==> config.mk <==
export PLATFORM = sky130hd
export DESIGN_NAME = lfsr_range_gen
export DESIGN_NICKNAME = d
export VERILOG_FILES = /design/src/rtl/lfsr_pkg.sv /design/src/rtl/lfsr_range_gen_core.sv /design/src/rtl/lfsr_range_gen.sv
export SDC_FILE = /design/constraint.sdc
export NUM_CORES = 1
export LEC_CHECK = 0
export ABC_AREA = 1
export BUFFER_PORTS_ARGS = -buffer_cell sky130_fd_sc_hd__buf_4
export CAP_MARGIN = 15
export CORE_MARGIN = 2
export CORE_UTILIZATION = 40
export CTS_BUF_LIST = sky130_fd_sc_hd__clkbuf_8
export DETAILED_ROUTE_END_ITERATION = 8
export GPL_ROUTABILITY_DRIVEN = 1
export PLACE_DENSITY = 0.64
export SETUP_SLACK_MARGIN = 0.5
export SKIP_CTS_REPAIR_TIMING = 1
export SLEW_MARGIN = 10
export SYNTH_ARGS = -nofsm -noshare
export SYNTH_HDL_FRONTEND = slang
export SYNTH_SLANG_ARGS = --single-unit
export TNS_END_PERCENT = 10
==> constraint.sdc <==
create_clock -name clock -period 2.4 [get_ports clock]
set_clock_uncertainty 0.2 [all_clocks]
set_input_delay 0.6 -clock clock [delete_from_list [all_inputs] [get_ports clock]]
set_output_delay 0.6 -clock clock [all_outputs]
set_load 0.02 [all_outputs]
==> src/rtl/lfsr_pkg.sv <==
// Shared definitions for the range-limited LFSR generator: feedback modes,
// request FSM states, the maximal-length tap table and SAFE/lockup helpers.
package lfsr_pkg;

    localparam int MODE_XNOR = 0;
    localparam int MODE_XOR  = 1;
    localparam int MAX_WIDTH = 16;

    typedef enum logic [1:0] {
        ST_IDLE   = 2'd0,
        ST_SEARCH = 2'd1,
        ST_HOLD   = 2'd2
    } req_state_t;

    // Bit k set means state bit k is a feedback tap; the MSB is always tapped.
    function automatic logic [MAX_WIDTH-1:0] tap_mask(input int width);
        logic [MAX_WIDTH-1:0] mask;
        case (width)
            3:       mask = 16'h0006;
            4:       mask = 16'h000C;
            5:       mask = 16'h0014;
            6:       mask = 16'h0030;
            7:       mask = 16'h0060;
            8:       mask = 16'h00B8;
            9:       mask = 16'h0110;
            10:      mask = 16'h0240;
            11:      mask = 16'h0500;
            12:      mask = 16'h0829;
            13:      mask = 16'h100D;
            14:      mask = 16'h2015;
            15:      mask = 16'h6000;
            16:      mask = 16'hD008;
            default: mask = 16'h0000;
        endcase
        return mask;
    endfunction

    function automatic logic [MAX_WIDTH-1:0] lockup_value(input int width, input int mode);
        logic [MAX_WIDTH-1:0] value;
        if (mode == MODE_XNOR) begin
            value = 16'hFFFF >> (MAX_WIDTH - width);
        end else begin
            value = 16'h0000;
        end
        return value;
    endfunction

    function automatic logic [MAX_WIDTH-1:0] safe_value(input int mode);
        logic [MAX_WIDTH-1:0] value;
        value = (mode == MODE_XOR) ? 16'h0001 : 16'h0000;
        return value;
    endfunction

endpackage

==> src/rtl/lfsr_range_gen_core.sv <==
// Fibonacci LFSR core: seed load, lockup recovery and wrap detection against
// the most recently loaded value.
module lfsr_core
    import lfsr_pkg::*;
#(
    parameter int WIDTH = 8,
    parameter int MODE  = 0
) (
    input  logic             clock,
    input  logic             reset,
    input  logic             enable,
    input  logic             load,
    input  logic [WIDTH-1:0] seed,
    output logic [WIDTH-1:0] lfsr_out,
    output logic             wrap,
    output logic             lockup
);

    localparam logic [MAX_WIDTH-1:0] TAPS_FULL = tap_mask(WIDTH);
    localparam logic [MAX_WIDTH-1:0] LOCK_FULL = lockup_value(WIDTH, MODE);
    localparam logic [MAX_WIDTH-1:0] SAFE_FULL = safe_value(MODE);
    localparam logic [WIDTH-1:0]     TAPS      = TAPS_FULL[WIDTH-1:0];
    localparam logic [WIDTH-1:0]     LOCK      = LOCK_FULL[WIDTH-1:0];
    localparam logic [WIDTH-1:0]     SAFE      = SAFE_FULL[WIDTH-1:0];

    logic [WIDTH-1:0] state;
    logic [WIDTH-1:0] wrap_ref;
    logic [WIDTH-1:0] step_value;
    logic [WIDTH-1:0] seed_fixed;
    logic             fb;

    // A seed equal to the lockup state would freeze the register, so swap in SAFE.
    always_comb begin
        fb         = (MODE == MODE_XOR) ? ^(state & TAPS) : ~^(state & TAPS);
        step_value = {state[WIDTH-2:0], fb};
        seed_fixed = (seed == LOCK) ? SAFE : seed;
    end

    always_ff @(posedge clock) begin
        if (reset) begin
            state    <= SAFE;
            wrap_ref <= SAFE;
            wrap     <= 1'b0;
            lockup   <= 1'b0;
        end else begin
            wrap   <= 1'b0;
            lockup <= 1'b0;
            if (load) begin
                state    <= seed_fixed;
                wrap_ref <= seed_fixed;
            end else if (state == LOCK) begin
                state  <= seed_fixed;
                lockup <= 1'b1;
            end else if (enable) begin
                state <= step_value;
                wrap  <= (step_value == wrap_ref);
            end
        end
    end

    assign lfsr_out = state;

endmodule

==> src/rtl/lfsr_range_gen.sv <==
// Request front end: draws LFSR values until one falls below the captured
// limit or the try budget runs out, then holds the answer until acknowledged.
module lfsr_range_gen
    import lfsr_pkg::*;
#(
    parameter int WIDTH     = 8,
    parameter int MODE      = 0,
    parameter int MAX_TRIES = 16
) (
    input  logic             clock,
    input  logic             reset,
    input  logic             enable,
    input  logic             load,
    input  logic [WIDTH-1:0] seed,
    input  logic [WIDTH-1:0] limit,
    input  logic             req,
    input  logic             rsp_ack,
    output logic             rsp_valid,
    output logic [WIDTH-1:0] rsp_value,
    output logic             rsp_err,
    output logic [WIDTH-1:0] lfsr_out,
    output logic             wrap,
    output logic             lockup
);

    localparam int               TRY_W    = $clog2(MAX_TRIES + 1);
    localparam logic [TRY_W-1:0] LAST_TRY = TRY_W'(MAX_TRIES - 1);

    req_state_t       state;
    req_state_t       next_state;
    logic [WIDTH-1:0] limit_q;
    logic [TRY_W-1:0] tries;
    logic             in_range;
    logic             exhausted;
    logic             accept;
    logic             hit;
    logic             miss;
    logic             ack_taken;

    lfsr_core #(
        .WIDTH (WIDTH),
        .MODE  (MODE)
    ) u_core (
        .clock    (clock),
        .reset    (reset),
        .enable   (enable),
        .load     (load),
        .seed     (seed),
        .lfsr_out (lfsr_out),
        .wrap     (wrap),
        .lockup   (lockup)
    );

    assign in_range  = (lfsr_out < limit_q);
    assign exhausted = (tries == LAST_TRY);

    always_ff @(posedge clock) begin
        if (reset) begin
            state <= ST_IDLE;
        end else begin
            state <= next_state;
        end
    end

    always_comb begin
        next_state = state;
        case (state)
            ST_IDLE: begin
                if (req) begin
                    next_state = (limit == '0) ? ST_HOLD : ST_SEARCH;
                end
            end
            ST_SEARCH: begin
                if (enable && (in_range || exhausted)) begin
                    next_state = ST_HOLD;
                end
            end
            ST_HOLD: begin
                if (rsp_ack) begin
                    next_state = ST_IDLE;
                end
            end
            default: next_state = ST_IDLE;
        endcase
    end

    always_comb begin
        rsp_valid = (state == ST_HOLD);
        accept    = (state == ST_IDLE) && req;
        hit       = (state == ST_SEARCH) && enable && in_range;
        miss      = (state == ST_SEARCH) && enable && !in_range;
        ack_taken = (state == ST_HOLD) && rsp_ack;
    end

    // Response fields are cleared on acknowledge so a stale answer never lingers.
    always_ff @(posedge clock) begin
        if (reset) begin
            limit_q   <= '0;
            tries     <= '0;
            rsp_value <= '0;
            rsp_err   <= 1'b0;
        end else if (accept) begin
            limit_q   <= limit;
            tries     <= '0;
            rsp_value <= '0;
            rsp_err   <= (limit == '0);
        end else if (hit) begin
            rsp_value <= lfsr_out;
            rsp_err   <= 1'b0;
        end else if (miss) begin
            tries <= tries + 1'b1;
            if (exhausted) begin
                rsp_value <= '0;
                rsp_err   <= 1'b1;
            end
        end else if (ack_taken) begin
            rsp_value <= '0;
            rsp_err   <= 1'b0;
        end
    end

endmodule

# --- Word level (Yosys, flattened, before mapping) ---
# Cells that the tools add are included.
word_totals:
  ff_bits: 42
  inputBits: 22
  output_inout_bits: 20
  wordCells: 64
op_classes:
  add_sub_neg: 1
  order_cmp: 1
  eq_ne: 11
  muxes: 19
  bitwise_logic: 2
  reduce_logical: 21
ops:
  columns: ["op", "n"]
  rows:
  - ["8-bit two-way mux", 8]
  - ["8-bit equality test, second input constant", 2]
  - ["8-bit equality test", 1]
  - ["8-bit logical NOT", 1]
  - ["8-bit less-than comparator", 1]
  - ["2-bit two-way mux", 4]
  - ["8-bit XNOR reduction", 1]
  - ["1-bit logical AND", 6]
  - ["1-bit two-way mux", 6]
  - ["2-bit != test, second input constant", 3]
  - ["2-bit case mux with 3 select lines", 1]
  - ["2-bit AND reduction", 3]
  - ["3-bit nonzero test", 2]
  - ["5-bit by 1-bit adder with 5-bit output, second input constant", 1]
  - ["5-bit by 4-bit equality test with 1-bit output, second input constant", 1]
  - ["4-bit != test, second input constant", 1]
  - ["4-bit nonzero test", 1]
  - ["2-bit OR reduction", 2]
  - ["4-bit OR reduction", 1]
  - ["3-bit != test, second input constant", 1]
  - ["3-bit AND reduction", 1]
  - ["2-bit by 1-bit equality test with 1-bit output, second input constant", 1]
  - ["2-bit equality test, second input constant", 1]
  - ["2-bit logical NOT", 1]
  - ["other kinds (3)", 4]

# --- Depth between registers and ports, before layout ---
# Gate-level depths: netlist (run 1).
logic_depth:
  ltp_word: 6
  mapped_depth: 13
  depth_no_buf: 13

# --- Modules after synthesis ---
# Synthesis (run 1) repeated with hierarchy kept, for this count alone.
hier_totals:
  cells_unflattened: 322
  hier_area_um2: 2250.9
modules_own_cells:
  columns: ["mod", "n_inst", "cells_per_inst", "area_per_inst_um2", "seq_area_each_um2"]
  rows:
  - ["lfsr_range_gen", 1, 169, 1242.4, 480.5]
  - ["lfsr_core", 1, 153, 1008.5, 360.3]

# --- Worst setup path after synthesis (run 1) ---
# Ideal clock, no wire load.
synth_path:
  kind: "register to register"
  startpoint: "reg u_core.state[5], in the netlist u_core.lfsr_out[5]"
  endpoint: "reg tries[2]"
  setup_time_ps: 70
  arrival_time_ps: 1723
  required_time_ps: 2130
  setup_slack_ps: 407
  path_stages_with_launch: 11
  n_path_buf: 0
  period_less_slack_ps: 1993
  path_cell_list: "dfxtp_1 ha_1 a21oi_1 nor2_1 nor3_4 nand2_4 nand2_4 inv_2 nand3_1 nand2_1 a21oi_1"
synth_via:
  elab_chain_len: 4
  elab_cells_between_ends: 6
  cone_classes: "order compare (1); bitwise (1); reduce/logical (4)"
synth_lines:
  columns: ["element", "line_no", "source"]
  rows:
  - ["from (decl)", "lfsr_range_gen_core.sv:26", "logic [WIDTH-1:0] state;"]
  - ["from (signal assigned)", "lfsr_range_gen_core.sv:49", "state <= seed_fixed;"]
  - ["from (signal assigned)", "lfsr_range_gen_core.sv:52", "state <= seed_fixed;"]
  - ["from (signal assigned)", "lfsr_range_gen_core.sv:55", "state <= step_value;"]
  - ["8-bit less-than comparator *", "lfsr_range_gen.sv:54", "assign in_range = (lfsr_out < limit_q);"]
  - ["1-bit logical NOT or 1-bit logical AND (tied branches)", "lfsr_range_gen.sv:91, lfsr_range_gen.sv:90", null]
  - ["1-bit logical AND or 1-bit inverter (tied branches)", null, null]
  - ["2-bit AND reduction (no source line) *", null, null]
  - ["to (signal assigned)", "lfsr_range_gen.sv:111", "tries <= tries + 1'b1;"]
  - ["to (decl)", "lfsr_range_gen.sv:32", "logic [TRY_W-1:0] tries;"]
# Mark *: on every way between the ends. The rest lies on a longest branch, timed or not.
# A chain may end at the register's enable or synchronous reset.

# --- Worst setup path in the final report (run 1) ---
layout_path:
  startpoint: "reg state[1]"
  endpoint: "out rsp_valid"
layout_via:
  elab_chain_len: 1
layout_lines:
  columns: ["element", "line_no", "source"]
  rows:
  - ["from (decl)", "lfsr_range_gen.sv:29", "req_state_t state;"]
  - ["from (signal assigned)", "lfsr_range_gen.sv:61", "state <= next_state;"]
  - ["2-bit equality test", "lfsr_range_gen.sv:88", "rsp_valid = (state == ST_HOLD);"]
  - ["to (decl)", "lfsr_range_gen.sv:18", "output logic rsp_valid,"]
# Every way passes these cells.

==> results_dict.tcl, run 1 <==
set metrics [dict create \
    outcome "completed" \
    fin_crit_ps 1850 \
    coreArea_sq_mm 0.00507 \
    synth_compound_area_share_pct 19.5 \
    io_buffers 41 \
    yosysSeqAreaShare_pct 40.2 \
    critPathArrivalTime_ps 1050 \
    synth-seq-cells 42 \
    cts_buffers 5 \
    synth_cell_types 30 \
    netlist_area_sq_mm 0.00209 \
    die_h_um 76.3 \
    grt-ovfl-total 0 \
    clk_transition_reported_paths_ps 80 \
    synth_xor_area_share_pct 1.68 \
    nFillCells 513 \
    cts_buffer_depth 2 \
    cp_max_fo 3 \
    insertion_delay_ps 300 \
    max_freq_mhz 542 \
    ios 42 \
    power_switching_w 0.000529 \
    crit_path_end_kind "output pin" \
    hpwlAfterDp_um 3840 \
    grt_pass1_wl_um 8360 \
    drive_above_1_share_pct 24.9 \
    regToRegEndpoint "tries[2]" \
    synth_top_family_by_area "simple AND/OR/NAND/NOR gates" \
    hold_viol_final 0 \
    ir_drop_mv 0.327 \
    cts-root-buf "clkbuf_8" \
    regArea_sq_um 862 \
    synthMuxAreaShare_pct 0 \
    row_count 26 \
    max-cap-violations 0 \
    final_cells 403 \
    synth-adder-area-share_pct 5.98 \
    min_to "limit_q[6]" \
    rsz0062_at_grt "true" \
    start_util_pct 41.2 \
    wl_met2_um 2190 \
    crit_type "register to output pin" \
    hold_ws_ps 257 \
    yosysMostFrequentCell "nand2_1" \
    min_period_over_period_pct 76.9 \
    yosysTopAreaCellShare_pct 40.2 \
    routed.top_layer "met4" \
    syn2layout_area_growth_pct 27.6 \
    grt_antenna_before_repair 0 \
    syn-num-nets 315 \
    start_kind "register" \
    synth_cells 283 \
    grt_pass1_vias 1767 \
    pre_cts_ws_ps 371 \
    drv_slew 0 \
    vias 2002 \
    synth.area.top_cells "dfxtp_1, nand2_1, a21oi_1, inv_1, ha_1" \
    synthTopCellsByCount "nand2_1, dfxtp_1, inv_1, nor2_1, a21oi_1" \
    synthSimpleGateAreaFrac_pct 24.1 \
    multi_input_area_sq_mm 0.00112 \
    dieArea_sq_mm 0.00582 \
    synth_edf_count 0 \
    hold_depth 2 \
    setup_viol 0 \
    worst_pin_slew_ps 292 \
    synthArstFlopShare_pct 0 \
    ant_nets 0 \
    cts_tree "built" \
    setup_slack_ps 555 \
    dp_cells 390 \
    synthFlopType "dfxtp_1" \
    power_frac_clock_pct 28.3 \
    grt_max_degree 18 \
    wl_per_cell_um 12.5 \
    htreeDepth 2 \
    power.internal_w 0.00114 \
    setup_tns_ps 0 \
    combPwrFrac_pct 24.8 \
    drcViolationCount 0 \
    firstDrtPassIters 4 \
    powerDensity_mw_per_mm2 625 \
    min_from "limit_q[6]" \
    crit_required_ps 1600 \
    p_sw_share_pct 31.7 \
    final_core_util_pct 52.6 \
    power.leakage_nw 1.15 \
    r2r_slack_ps 620 \
    seqPwrFrac_pct 47.0 \
    wl_um 5050 \
    ff2ff_path_depth 10 \
    die_x_um 76.3 \
    met1Wirelength_um 2520 \
    dr_wl_met3_um 241 \
    hold_path.class "register to register" \
    place_congestion 0.875 \
    final_nets 364 \
    drt_first_iter_violations 162 \
    clock_sinks 42 \
    syn_avg_cell_area_sq_um 7.39 \
    ys_warn_count 0 \
    slew-limit-headroom_pct 80.4 \
    gr-usage-all-layers_pct 17.7 \
    timing.rr.start "u_core.lfsr_out[5]" \
    via_per_inst 4.97 \
    n_antenna_cell 0 \
    yosys.area.top_type "dfxtp_1" \
]
==> worst max path at each step <==
stage / end / slack, ps / depth (start not counted) / from
after CTS: tries[2] / 340 / 10 / u_core.lfsr_out[5]
final: rsp_valid / 550 / 3 / state[1]
after floorplan: tries[2] / 530 / 10 / u_core.lfsr_out[5]
after detailed placement: tries[4] / 370 / 9 / u_core.lfsr_out[5]
after global routing: rsp_valid / 460 / 3 / state[1]
after global placement: rsp_value[7] / 400 / 9 / u_core.lfsr_out[5]
==> critical path, cell delays in order, from the launching register on <==
cell	delay [ps]
dfxtp_1	360
inv_1	60
nor2_1	160
buf_4	170
==> registers in the layout (all words and copies together), names as in the netlist <==
| signal | count |
|---|---|
| rsp_err | 1 |
| u_core.wrap_ref | 8 |
| u_core.lockup | 1 |
| limit_q | 8 |
| tries | 5 |
| u_core.wrap | 1 |
| rsp_value | 8 |
| u_core.lfsr_out | 8 |
| state | 2 |
==> metal layers <==
layer,up-vias,GRT usage (%)
met5,-,0
met4,0,7.45
met3,7,4.50
met2,52,25.2
met1,896,25.4
li1,1047,-
==> final cells by class <==
| type | instances | area share [%] |
|---|---|---|
| Multi-Input combinational cell | 195 | 41.9 |
| Sequential cell | 42 | 32.3 |
| Timing Repair Buffer | 48 | 13.5 |
| Inverter | 40 | 5.63 |
| Tap cell | 70 | 3.28 |
| Clock buffer | 6 | 3.09 |
| Clock inverter | 2 | 0.328 |
==> cells in the final DEF (no fill, tap or decap), types with 4 or more instances in the layout <==
cell type / instances
inv_1: 35
dfxtp_1: 35
nor2_1: 28
inv_2: 4
ha_1: 8
nand2_2: 5
buf_4: 48
nand4_1: 11
nand3_1: 8
nand2_1: 46
o22ai_1: 9
a211oi_1: 10
dfxtp_4: 5
clkbuf_8: 6
o21ai_0: 20
a21oi_1: 26
==> through the flow <==
| step | cell area, sq um | total power [W] |
|---|---|---|
| final | 2670 | 0.00167 |
| after global routing | 2670 | 0.00176 |
| after CTS | 2570 | 0.00165 |
| after detailed placement | 2480 | 0.00118 |
| after global placement | 2480 | 0.00118 |
| after floorplan | 2090 | 0.00106 |
==> logic make-up (layout without fill, tap and decap cells) <==
logic type               Yosys count  after routing
AO/OA/AOI/OAI                     72             72
XOR/XNOR                           4              4
adder cells (fa/ha/maj)           10             10
buffers and inverters             46             96
flip-flops                        42             42
AND/OR/NAND/NOR                  109            109
==> power by group through the flow <==
| stage | clock (W) | combinational [W] | sequential (W) |
|---|---|---|---|
| 6_report | 0.000472 | 0.000413 | 0.000783 |
| 5_1_grt | 0.000506 | 0.000465 | 0.000790 |
| 4_1_cts | 0.000482 | 0.000383 | 0.000785 |
| 3_5_place_dp | 0 | 0.000381 | 0.000801 |
| 3_3_place_gp | 0 | 0.000380 | 0.000800 |
| 2_1_floorplan | 0 | 0.000253 | 0.000806 |
(Power assumes the default switching activity.)
==> inputs of run 2 (changes only) <==
Settings changed: ABC_AREA 1 to 0.
Clock period 2.4 ns to 1.8 ns, I/O delays scaled along.
==> run 2 against run 1 <==
The run now ends with negative setup slack left. Total power up 34%. Non-clock buffer count increased by 27. Utilization up 7.2 points. Combinational power increased by 44%. Critical path type is now register to register. Largest power group unchanged. Highest routed layer unchanged.
==> results_dict.tcl, run 2 <==
set metrics [dict create \
    ff2ff_path_depth 7 \
    clock_sinks 42 \
    netlist_area_sq_mm 0.00207 \
    wl_per_cell_um 14.0 \
    outcome "finished, violations left" \
    synth_cells 249 \
    dpl_cell_area_sq_mm 0.00270 \
    crit_slowest_cell "o31a_1" \
    via_per_inst 5.13 \
    syn-num-nets 281 \
    wl_um 5430 \
    hpwlAfterDp_um 3790 \
    grt-ovfl-total 0 \
    coreArea_sq_mm 0.00504 \
    synthArstFlopShare_pct 0 \
    yosys.area.top_type "dfxtp_1" \
    crit_required_ps 1830 \
    rsz0062_at_grt "true" \
    regToRegEndpoint "tries[2]" \
    synthTopCellsByCount "dfxtp_1, nor2_1, a21oi_1, nand2_1, nand3_1" \
    final_cells 388 \
    final_nets 349 \
    syn2layout_area_growth_pct 45.7 \
    cts_buffer_depth 2 \
    cts_buffers 5 \
    synth_cell_types 42 \
    max-cap-violations 0 \
    drt_first_iter_violations 95 \
    critPathBufInv 1 \
    min_period_over_period_pct 114 \
    insertion_delay_ps 300 \
    setup_slack_ps -252 \
    multi_input_area_sq_mm 0.00129 \
    dp_cells 378 \
    crit_path_end_kind "register" \
    ys_warn_count 0 \
    pre_cts_ws_ps -214 \
    die_h_um 75.9 \
    min_from "load" \
    row_count 26 \
    cp_slowest_stage_delay_ps 380 \
    cts_tree "built" \
    fin_area_sq_mm 0.00301 \
    synthFlopType "dfxtp_1" \
    regArea_sq_um 868 \
    powerDensity_mw_per_mm2 742 \
    cts-root-buf "clkbuf_8" \
    crit_family "compound AO/OA/AOI/OAI gates" \
    slew-limit-headroom_pct 35.3 \
    synth_edf_count 0 \
    timing.rr.start "u_core.lfsr_out[3]" \
    ir_drop_mv 0.423 \
    synth-seq-cells 42 \
    grt_max_degree 21 \
    start_kind "register" \
    place_congestion 0.822 \
    fin_crit_ps 2050 \
    cp_max_fo 5 \
    use_met2_pct 28.3 \
    drcViolationCount 0 \
    yosysSeqAreaShare_pct 40.7 \
    crit_type "register to register" \
    ios 42 \
    hold_depth 2 \
    r2r_slack_ps -250 \
    max_freq_mhz 487 \
    drv_slew 0 \
    ant_nets 0 \
    nFillCells 448 \
    layout_commonest_cell "buf_4" \
    grt_busiest_layer "met2" \
    syn_avg_cell_area_sq_um 8.31 \
    drive_above_1_share_pct 37.7 \
    io_buffers 41 \
    violations "negative setup slack" \
    power.leakage_nw 1.24 \
    yosysTopAreaCellShare_pct 40.7 \
    htreeDepth 2 \
    vias 1989 \
    worst_pin_slew_ps 967 \
    n_antenna_cell 0 \
    firstDrtPassIters 5 \
    crit_chain "ha_4 > o21a_1 > nor2_1 > o31a_1 > buf_4 > or3_1 > a21oi_1" \
    grt_pass1_wl_um 8760 \
    clk_transition_reported_paths_ps 80 \
    use_met1_pct 26.4 \
    grt_antenna_before_repair 0 \
    start_util_pct 41.0 \
    most-common-layout-cells "buf_4, dfxtp_1, nor2_1, a21oi_1, nand2_1" \
    met3_usage_pct 3.81 \
    gr-usage-all-layers_pct 18.6 \
    dieArea_sq_mm 0.00576 \
    hold_viol_final 0 \
    synth.area.top_cells "dfxtp_1, ha_1, a21oi_1, nor2_1, nand2_1" \
    yosysMostFrequentCell "dfxtp_1" \
    setup_viol 16 \
    hold_path.class "primary input to register" \
    die_x_um 75.9 \
    min_to "u_core.lockup" \
    critPathArrivalTime_ps 2080 \
    grt_pass1_vias 1808 \
]
## run 2: cell types whose count changed after synthesis, sizes merged, moves of 7 or more
cell and delta:
mux2i +7, o21ai -16, nand2 -32, nand2b +10, a211oi -8, inv -30, a31oi +7
## run 2: layout make-up
cell class | count | share of cell area (%)
clock inverters | 2 | 0.291
flip-flops and latches | 42 | 28.8
inverters | 8 | 0.997
clock buffers | 6 | 2.74
well taps | 70 | 2.91
repair buffers | 75 | 21.5
multi-input cells | 185 | 42.8
## run 2: cells by family after synthesis
family          share of synthesized area, %
compound gates                          17.3
xor+xnor                                4.23
fa+ha+maj                               6.05
buf+inv                                 4.48
flops                                   40.7
mux                                     3.39
simple gates                            23.9
## run 2: routing by layer
| layer | vias to the layer above | part of all wire, % |
|---|---|---|
| met1 | 919 | 49 |
| met3 | 4 | 4.2 |
| met4 | 0 | 0.96 |
| met2 | 46 | 46 |
| li1 | 1020 | - |
| met5 | - | 0 |
## run 2: stage by stage
stage               hold slack [ps]  power [W]  utilization (%)  TNS, ps
global route                    185    0.00233             59.8    -4290
floorplan                       240    0.00131                -     -990
finish                          178    0.00224             59.8    -2960
CTS                             170    0.00215             55.3    -3320
detailed placement              259    0.00152             53.4    -3040
global placement                256    0.00151             53.4    -2150
## run 2: worst max path at each step
| stage | startpoint | to | slack [ps] | depth (start not counted) |
|---|---|---|---|---|
| 3_3_place_gp | limit_q[2] | rsp_value[2] | -160 | 7 |
| 3_5_place_dp | limit_q[1] | rsp_value[1] | -210 | 6 |
| 6_report | u_core.lfsr_out[3] | tries[2] | -250 | 7 |
| 4_1_cts | limit_q[1] | rsp_value[4] | -230 | 6 |
| 2_1_floorplan | u_core.lfsr_out[2] | tries[2] | -110 | 7 |
| 5_1_grt | limit_q[4] | tries[3] | -310 | 7 |
## run 2: where the power goes
group | switching [W] | internal (W)
combinational | 0.000289 | 0.000305
sequential | 0.0000338 | 0.000971
clock | 0.000332 | 0.000304
total | 0.000655 | 0.00158
## run 2: worst register-to-register path, stage by stage, from the launching register on
cell and delay, ps:
dfxtp_4 360, ha_4 250, o21a_1 100, nor2_1 50, o31a_1 380, buf_4 170, or3_1 330, a21oi_1 130
